===== src/rtl/mem_port_arbiter.sv =====
// Arbitrates the shared single-ported memory between instruction fetch and
// load/store, forwarding one request at a time over a req/ack handshake with timeout.
module mem_port_arbiter #(
    parameter int unsigned TIMEOUT = 16
) (
    input  logic        SYS_clk,
    input  logic        SYS_reset_n,
    input  logic        if_req,
    input  logic [31:0] if_addr,
    output logic        if_ready,
    output logic        if_valid,
    output logic [31:0] if_rdata,
    output logic        if_err,
    input  logic        d_req,
    input  logic        d_we,
    input  logic [1:0]  d_len,
    input  logic        d_signed,
    input  logic [31:0] d_addr,
    input  logic [31:0] d_wdata,
    output logic        d_ready,
    output logic        d_valid,
    output logic [31:0] d_rdata,
    output logic        d_err,
    output logic        mem_req,
    output logic        mem_we,
    output logic [1:0]  mem_len,
    output logic        mem_signed,
    output logic [31:0] mem_addr,
    output logic [31:0] mem_wdata,
    input  logic        mem_ack,
    input  logic [31:0] mem_rdata
);

    localparam int unsigned CNT_W = $clog2(TIMEOUT + 1);

    typedef enum logic [1:0] {
        IDLE = 2'd0,
        BUSY = 2'd1,
        RESP = 2'd2
    } state_t;

    state_t             state;
    logic               last_d;
    logic               owner_d;
    logic [CNT_W-1:0]   cnt;
    logic [31:0]        rdata_q;
    logic               err_q;

    logic               grant_if;
    logic               grant_d;
    logic               d_illegal;
    logic               illegal;

    // Tie goes to the port that was not granted last.
    always_comb begin
        grant_if  = 1'b0;
        grant_d   = 1'b0;
        d_illegal = 1'b0;
        illegal   = 1'b0;
        if (state == IDLE) begin
            grant_if = if_req && (!d_req || last_d);
            grant_d  = d_req && (!if_req || !last_d);
        end
        case (d_len)
            2'b00:   d_illegal = 1'b1;
            2'b10:   d_illegal = d_addr[0];
            2'b11:   d_illegal = (d_addr[1:0] != 2'b00);
            default: d_illegal = 1'b0;
        endcase
        illegal = grant_d ? d_illegal : (if_addr[1:0] != 2'b00);
    end

    assign if_ready = grant_if;
    assign d_ready  = grant_d;
    assign if_rdata = rdata_q;
    assign d_rdata  = rdata_q;
    assign if_err   = err_q;
    assign d_err    = err_q;

    always_ff @(posedge SYS_clk or negedge SYS_reset_n) begin
        if (!SYS_reset_n) begin
            state      <= IDLE;
            last_d     <= 1'b1;
            owner_d    <= 1'b0;
            cnt        <= '0;
            rdata_q    <= '0;
            err_q      <= 1'b0;
            if_valid   <= 1'b0;
            d_valid    <= 1'b0;
            mem_req    <= 1'b0;
            mem_we     <= 1'b0;
            mem_len    <= 2'b00;
            mem_signed <= 1'b0;
            mem_addr   <= '0;
            mem_wdata  <= '0;
        end else begin
            case (state)
                IDLE: begin
                    if (grant_if || grant_d) begin
                        owner_d    <= grant_d;
                        last_d     <= grant_d;
                        cnt        <= '0;
                        mem_we     <= grant_d ? d_we : 1'b0;
                        mem_len    <= grant_d ? d_len : 2'b11;
                        mem_signed <= grant_d ? d_signed : 1'b0;
                        mem_addr   <= grant_d ? d_addr : if_addr;
                        mem_wdata  <= grant_d ? d_wdata : 32'd0;
                        if (illegal) begin
                            state    <= RESP;
                            err_q    <= 1'b1;
                            rdata_q  <= '0;
                            if_valid <= grant_if;
                            d_valid  <= grant_d;
                        end else begin
                            state   <= BUSY;
                            mem_req <= 1'b1;
                        end
                    end
                end
                BUSY: begin
                    // An ack in the final allowed cycle still completes normally.
                    if (mem_ack) begin
                        state    <= RESP;
                        mem_req  <= 1'b0;
                        err_q    <= 1'b0;
                        rdata_q  <= mem_we ? 32'd0 : mem_rdata;
                        if_valid <= !owner_d;
                        d_valid  <= owner_d;
                    end else if (cnt == CNT_W'(TIMEOUT - 1)) begin
                        state    <= RESP;
                        mem_req  <= 1'b0;
                        err_q    <= 1'b1;
                        rdata_q  <= '0;
                        if_valid <= !owner_d;
                        d_valid  <= owner_d;
                    end else begin
                        cnt <= cnt + CNT_W'(1);
                    end
                end
                RESP: begin
                    state    <= IDLE;
                    if_valid <= 1'b0;
                    d_valid  <= 1'b0;
                end
                default: state <= IDLE;
            endcase
        end
    end

endmodule


===== config.mk =====
export PLATFORM = sky130hd
export DESIGN_NAME = mem_port_arbiter
export DESIGN_NICKNAME = d
export VERILOG_FILES = /design/src/rtl/mem_port_arbiter.sv
export SDC_FILE = /design/constraint.sdc
export NUM_CORES = 1
export LEC_CHECK = 0
export BUFFER_PORTS_ARGS = -buffer_cell sky130_fd_sc_hd__buf_2
export CAP_MARGIN = 15
export CORE_UTILIZATION = 40
export DETAILED_ROUTE_END_ITERATION = 8
export GPL_ROUTABILITY_DRIVEN = 0
export PLACE_DENSITY = 0.73
export SLEW_MARGIN = 0
export SYNTH_ARGS = -nofsm -noshare
export SYNTH_HDL_FRONTEND = slang
export SYNTH_SLANG_ARGS = --single-unit

===== constraint.sdc =====
create_clock -name SYS_clk -period 2.9 [get_ports SYS_clk]
set_input_delay 0.435 -clock SYS_clk [delete_from_list [all_inputs] [get_ports SYS_clk]]
set_output_delay 0.435 -clock SYS_clk [all_outputs]
set_load 0.01 [all_outputs]

==> Yosys cells after proc, flatten, opt, wreduce, memory -nomap -nowiden <==
Index checks and enable logic that the tools add are counted.
{ "totals": {"elab_cells": 91, "mem_bits_ro": 0, "inputBits": 137, "mem_bits_rw": 0, "latchBits": 0, "output_inout_bits": 139, "n_memories": 0, "ff_bits": 113} }
{ "op_classes": {"div_mod_pow": 0, "n_lt_le_gt_ge": 0, "n_mul": 0, "n_reduce_logical": 21, "eq_ne": 11, "shifts": 0, "n_mux": 44, "bitwise": 0, "n_addsub": 1} }
{ "op_table": {"columns": ["cell", "n"], "rows": [
  ["$mux W32", 7],
  ["$pmux W32 S2", 1],
  ["$mux W1", 21],
  ["$reduce_and A4 Y1", 4],
  ["$mux W5", 3],
  ["$mux W2", 5],
  ["$pmux W5 S2", 1],
  ["$pmux W1 S3", 3],
  ["$ne A2 B2 Y1 const B", 4],
  ["$eq A2 B2 Y1 const B", 3],
  ["$reduce_bool A2 Y1", 3],
  ["$add A5 B1 Y5 const B", 1],
  ["$eq A5 B4 Y1 const B", 1],
  ["$logic_not A1 Y1", 4],
  ["$logic_not A2 Y1", 2],
  ["$pmux W1 S2", 2],
  ["$pmux W2 S2", 1],
  ["$reduce_and A2 Y1", 2],
  ["$logic_or A1 B1 Y1", 3],
  ["$ne A3 B3 Y1 const B", 1],
  ["$reduce_bool A3 Y1", 1],
  ["$eq A2 B1 Y1 const B", 1],
  ["$logic_and A1 B1 Y1", 2],
  ["$ne A2 B1 Y1 const B", 1]
]} }

==> Longest topological paths before layout <==
{ "depth": {"depth_word": 8, "ltp_mapped": 10, "mapped_depth_nobuf": 8} }

==> Worst setup path after synthesis <==
No wires, ideal clock.
{ "synth_timing": {"kind": "register to register", "startpoint": "register state[0]", "endpoint": "register rdata_q[10] (netlist: d_rdata[10])", "path_stages_with_launch": 10, "synth_period_minus_slack_ps": 2174, "setup_slack_ps": 726, "setup_time_ps": 79, "path_buffers": 2, "arrival_time_ps": 2095, "t_required_ps": 2821, "cell_sequence": "dfrtp_1 inv_1 ha_1 nand2_1 a21o_1 buf_2 mux2_4 a211oi_4 buf_6 mux2i_1"} }
{ "synth_between": {"elab_chain_len": 5, "elab_cells_between_ends": 12, "cone_classes": "eq/ne (4); mux (4); reduce/logical (4)"} }
{ "synth_rtl": {"columns": ["item", "line_no", "text"], "rows": [
  ["from (decl)", "42", "state_t state;"],
  ["from (signal assigned)", "82", "state <= IDLE;"],
  ["from (signal assigned)", "109", "state <= RESP;"],
  ["from (signal assigned)", "115", "state <= BUSY;"],
  ["$logic_not A2 Y1", "60, 97", null],
  ["$mux W1", "60", "if (state == IDLE) begin"],
  ["$mux W1 / $logic_or A1 B1 Y1 (equally long branches)", "70, 99", null],
  ["$ne A2 B2 Y1 (no source line) / $ne A2 B1 Y1 (equally long branches)", null, null],
  ["$reduce_and A4 Y1 (no source line)", null, null],
  ["to (signal assigned)", "126", "rdata_q <= mem_we ? 32'd0 : mem_rdata;"],
  ["to (decl)", "46", "logic [31:0] rdata_q;"]
]} }
Several ways; a longest one is shown, not always the timed one.
A chain may end at the register's enable or synchronous reset.

==> Final worst setup path <==
{ "layout_timing": {"startpoint": "register state[1]", "endpoint": "output d_ready"} }
{ "layout_between": {"elab_chain_len": 2} }
{ "layout_rtl": {"columns": ["item", "line_no", "text"], "rows": [
  ["$logic_not A2 Y1", "60", null],
  ["$mux W1", "60", null],
  ["to (decl)", "20", "output logic d_ready,"]
]} }
No other way between the ends.

==> flow_summary.ini <==
[grt]
grt_usage = 0.2128
overflow = 0
grt_pass1_wl_mm = 21.26
antenna_found_initial = 1
grt_max_degree = 63
grt_pass1_vias = 4278

[logic_synthesis]
muxShareOfSynthArea = 0.07218
synth_warnings = 0
synth-xor-area-share = 0
synth.avg_cell_area_um2 = 10.07
ys_seq_elements = 113
yosysUniqueCellTypes = 35
synth-seq-area-share = 0.5532
synthCells = 508
synth_compound_area_frac = 0.1392
synth_top_family_by_area = compound AO/OA/AOI/OAI gates
synthAdderAreaFrac = 0.01223
syn_nets = 650
yosys.area_share.simple = 0.1187
synthesis.area_mm2 = 0.005114

[clocking]
cts_buffers = 17
cts_resized = 0
cts_buffer_depth = 2
post-cts-setup-buffer-count = 0
cts_hold_buffers = 0
insertion_delay_ns = 0.41
clk_pin_slew_ns = 0.05
cts_root_buf = clkbuf_16
h-tree-depth = 4
clock-sinks = 113
tritoncts = built

[layout]
fin_util = 0.5742
syn_to_final_growth_pct = 37.12
drive_above_1_share = 0.4299
num-nets-final = 893
fillCellCount = 1082

[timing]
hold_viol = 0
finalMaxSlewViolations = 0
max_freq_ghz = 0.3859
setup_viol = 0
fin_skew_ns = 0.006484
rsz0062_at_grt = no
period_minus_slack_ns = 2.591
tns_ns = 0
setup_ws_ns = 0.3087
fin_crit_sh = 0.8936
tightestPinTransition_ns = 0.5550
slew_headroom = 0.6300

[flow_run]
maxCapViolCount = 0

[placed_design]
pre_cts_ws_ns = 0.5297
portBuffers = 275
hpwl_mm = 10.13

[power_and_ir_drop]
clock_power_share = 0.269
switching_power_mw = 2.679
ir_drop_mv = 0.5310
p_per_area_mw_per_mm2 = 1041
pwr-share-comb = 0.384
intPower_mw = 4.622
pwr-share-seq = 0.347
p_leak_nw = 3.745
p_sw_frac = 0.3669

[detailed_routing]
num_vias = 4496
drtAntennaViolNets = 0
vias_per_cell = 4.824
dr.pass1.iters = 4
drt_iter0_markers = 208
wl_per_cell_um = 14.60
drt-total-wl_mm = 13.61
drc_errors = 0

[floorplan]
io_pins = 276
die_h_um = 115.1
fp-row-count = 40
design.core.area_mm2 = 0.01221
die_x_um = 115.1
start_util = 0.4187
die-area_mm2 = 0.01324

[worst_hold_path]
hold_path.class = in2async

[setup_path]
r2r_start = cnt[0]$_DFFE_PN0P_
crit_family = buffers and inverters
worstPathArrival_ns = 2.16
worstPathCellList = inv_1 > ha_1 > nand2_1 > a21o_1 > buf_4 > inv_2 > buf_2
critPathMaxStageDelay_ns = 0.39
critPathSlowestCell = dfrtp_1
crit_path_start = state[1]$_DFFE_PN0P_
critPathLaunchType = flop
worstSetupEndpointType = output pin
cp_num_buf_inv = 4
path_max_fanout = 35
path_class = reg2out
cp.required_ns = 2.47

[outcome]
status = finished clean
==> power groups by stage <==
| stage | sequential (mW) | clock [mW] | combinational [mW] |
|---|---|---|---|
| finish | 2.53 | 1.96 | 2.81 |
| detailed placement | 2.53 | 0 | 2.85 |
| global route | 2.61 | 2.09 | 3.08 |
| global placement | 2.51 | 0 | 2.78 |
| floorplan | 2.77 | 0 | 1.59 |
| CTS | 2.53 | 2.00 | 2.84 |
==> stage by stage <==
stage / cells / cell area (um2) / power, mW / hold WS [ns]
after global routing: 932 / 7012 / 7.774 / 0.05838
after global placement: 900 / 6444 / 5.293 / 0.4494
final: 932 / 7012 / 7.300 / 0.02209
after CTS: 931 / 7009 / 7.371 / 0.02977
after detailed placement: 900 / 6444 / 5.376 / 0.4622
after floorplan: 508 / 5114 / 4.358 / 0.1394
==> worst register-to-register path, delay by kind of cell, from the launching register on <==
| kind | cells | cell delay [ns] |
|---|---|---|
| fa+ha+maj | 2 | 0.44 |
| compound gates | 1 | 0.04 |
| mux | 1 | 0.21 |
| flops | 1 | 0.42 |
| buf+inv | 1 | 0.30 |
| simple gates | 4 | 0.85 |
==> final timing paths <==
| path | to | slack (ns) | depth (start not counted) |
|---|---|---|---|
| max in group asynchronous | d_rdata[6]$_DFFE_PN0P_ | 2.09 | 3 |
| max reg2reg | d_rdata[7]$_DFFE_PN0P_ | 0.51 | 9 |
| min in group SYS_clk | mem_wdata[2]$_DFFE_PN0P_ | 0.25 | 2 |
| max | d_ready | 0.31 | 7 |
| min reg2reg | mem_len[0]$_DFFE_PN0P_ | 0.49 | 1 |
| min | d_rdata[29]$_DFFE_PN0P_ | 0.02 | 1 |
==> final cells by class <==
type	count	area [um2]	share of cell area
Sequential cell	113	2829	0.4035
Multi-Input combinational cell	292	1764	0.2516
Timing Repair Buffer	286	1486	0.2120
Clock buffer	21	480.5	0.06852
Tap cell	168	210.2	0.02998
Inverter	41	153.9	0.02195
Clock inverter	10	85.08	0.01213
Antenna cell	1	2.502	0.0003569
==> metal layers <==
layer,global-route usage,share of wire,vias up
met2,0.3606,0.49,204
met4,0.08312,0.015,0
met3,0.05851,0.070,14
li1,-,-,2162
met1,0.2579,0.42,2116
met5,0,0,-
==> cell usage in the layout, fill, tap and decap left out, drive strengths merged <==
cell type  Yosys  final
nand2        112    112
clkinvlp       0      4
ha             5      5
a31oi         31     31
a222oi         2      2
a21oi          2      2
nand4          1      1
a21boi         1      1
a221oi         1      1
a211o          1      1
a211oi         2      2
or2            1      1
a21o           2      2
bufinv         0      1
clkinv         0      5
mux2i         32     32
nand3b         1      1
dfstp          1      1
nand2b         1      1
o21ai          8      8
clkbuf        24     21
mux2           4      4
o211ai         1      1
nand3          3      3
inv           41     41
diode          0      1
a22o          39     39
o22a           2      2
o21a           1      1
buf           38    286
o22ai          1      1
nor2          37     37
and3           1      1
dfrtp        112    112
==> flip-flops by register name, indices dropped and copies added, names as in the netlist <==
signal and cells:
state 2, mem_wdata 32, mem_signed 1, d_valid 1, if_valid 1, d_err 1
mem_len 2, mem_addr 32, mem_req 1, mem_we 1, last_d 1, owner_d 1
d_rdata 32, cnt 5
==> cell usage after synthesis, drive strengths merged <==
library cell / instances / share of area
a211oi: 2 / 0.0054
a31oi: 31 / 0.038
mux2: 4 / 0.0095
o22a: 2 / 0.0034
mux2i: 32 / 0.063
a21o: 2 / 0.0029
ha: 5 / 0.012
inv: 41 / 0.030
dfrtp: 112 / 0.55
buf: 38 / 0.057
a21oi: 2 / 0.0020
a222oi: 2 / 0.0039
nand3: 3 / 0.0029
a22o: 39 / 0.067
dfstp: 1 / 0.0051
a211o: 1 / 0.0017
nor2: 37 / 0.027
o21a: 1 / 0.0015
clkbuf: 24 / 0.018
nand4: 1 / 0.0012
nand2: 112 / 0.082
and3: 1 / 0.0012
nand2b: 1 / 0.0012
o22ai: 1 / 0.0012
nand3b: 1 / 0.0015
or2: 1 / 0.0012
o211ai: 1 / 0.0015
a221oi: 1 / 0.0017
o21ai: 8 / 0.0078
a21boi: 1 / 0.0015
==> kinds of logic (layout without fill, tap and decap cells) <==
logic type / Yosys count / after routing
mux: 36 / 36
flops: 113 / 113
simple gates: 157 / 157
fa+ha+maj: 5 / 5
compound gates: 94 / 94
other cells: 0 / 1
buf+inv: 103 / 358
Power figures use the tool's default switching activity.
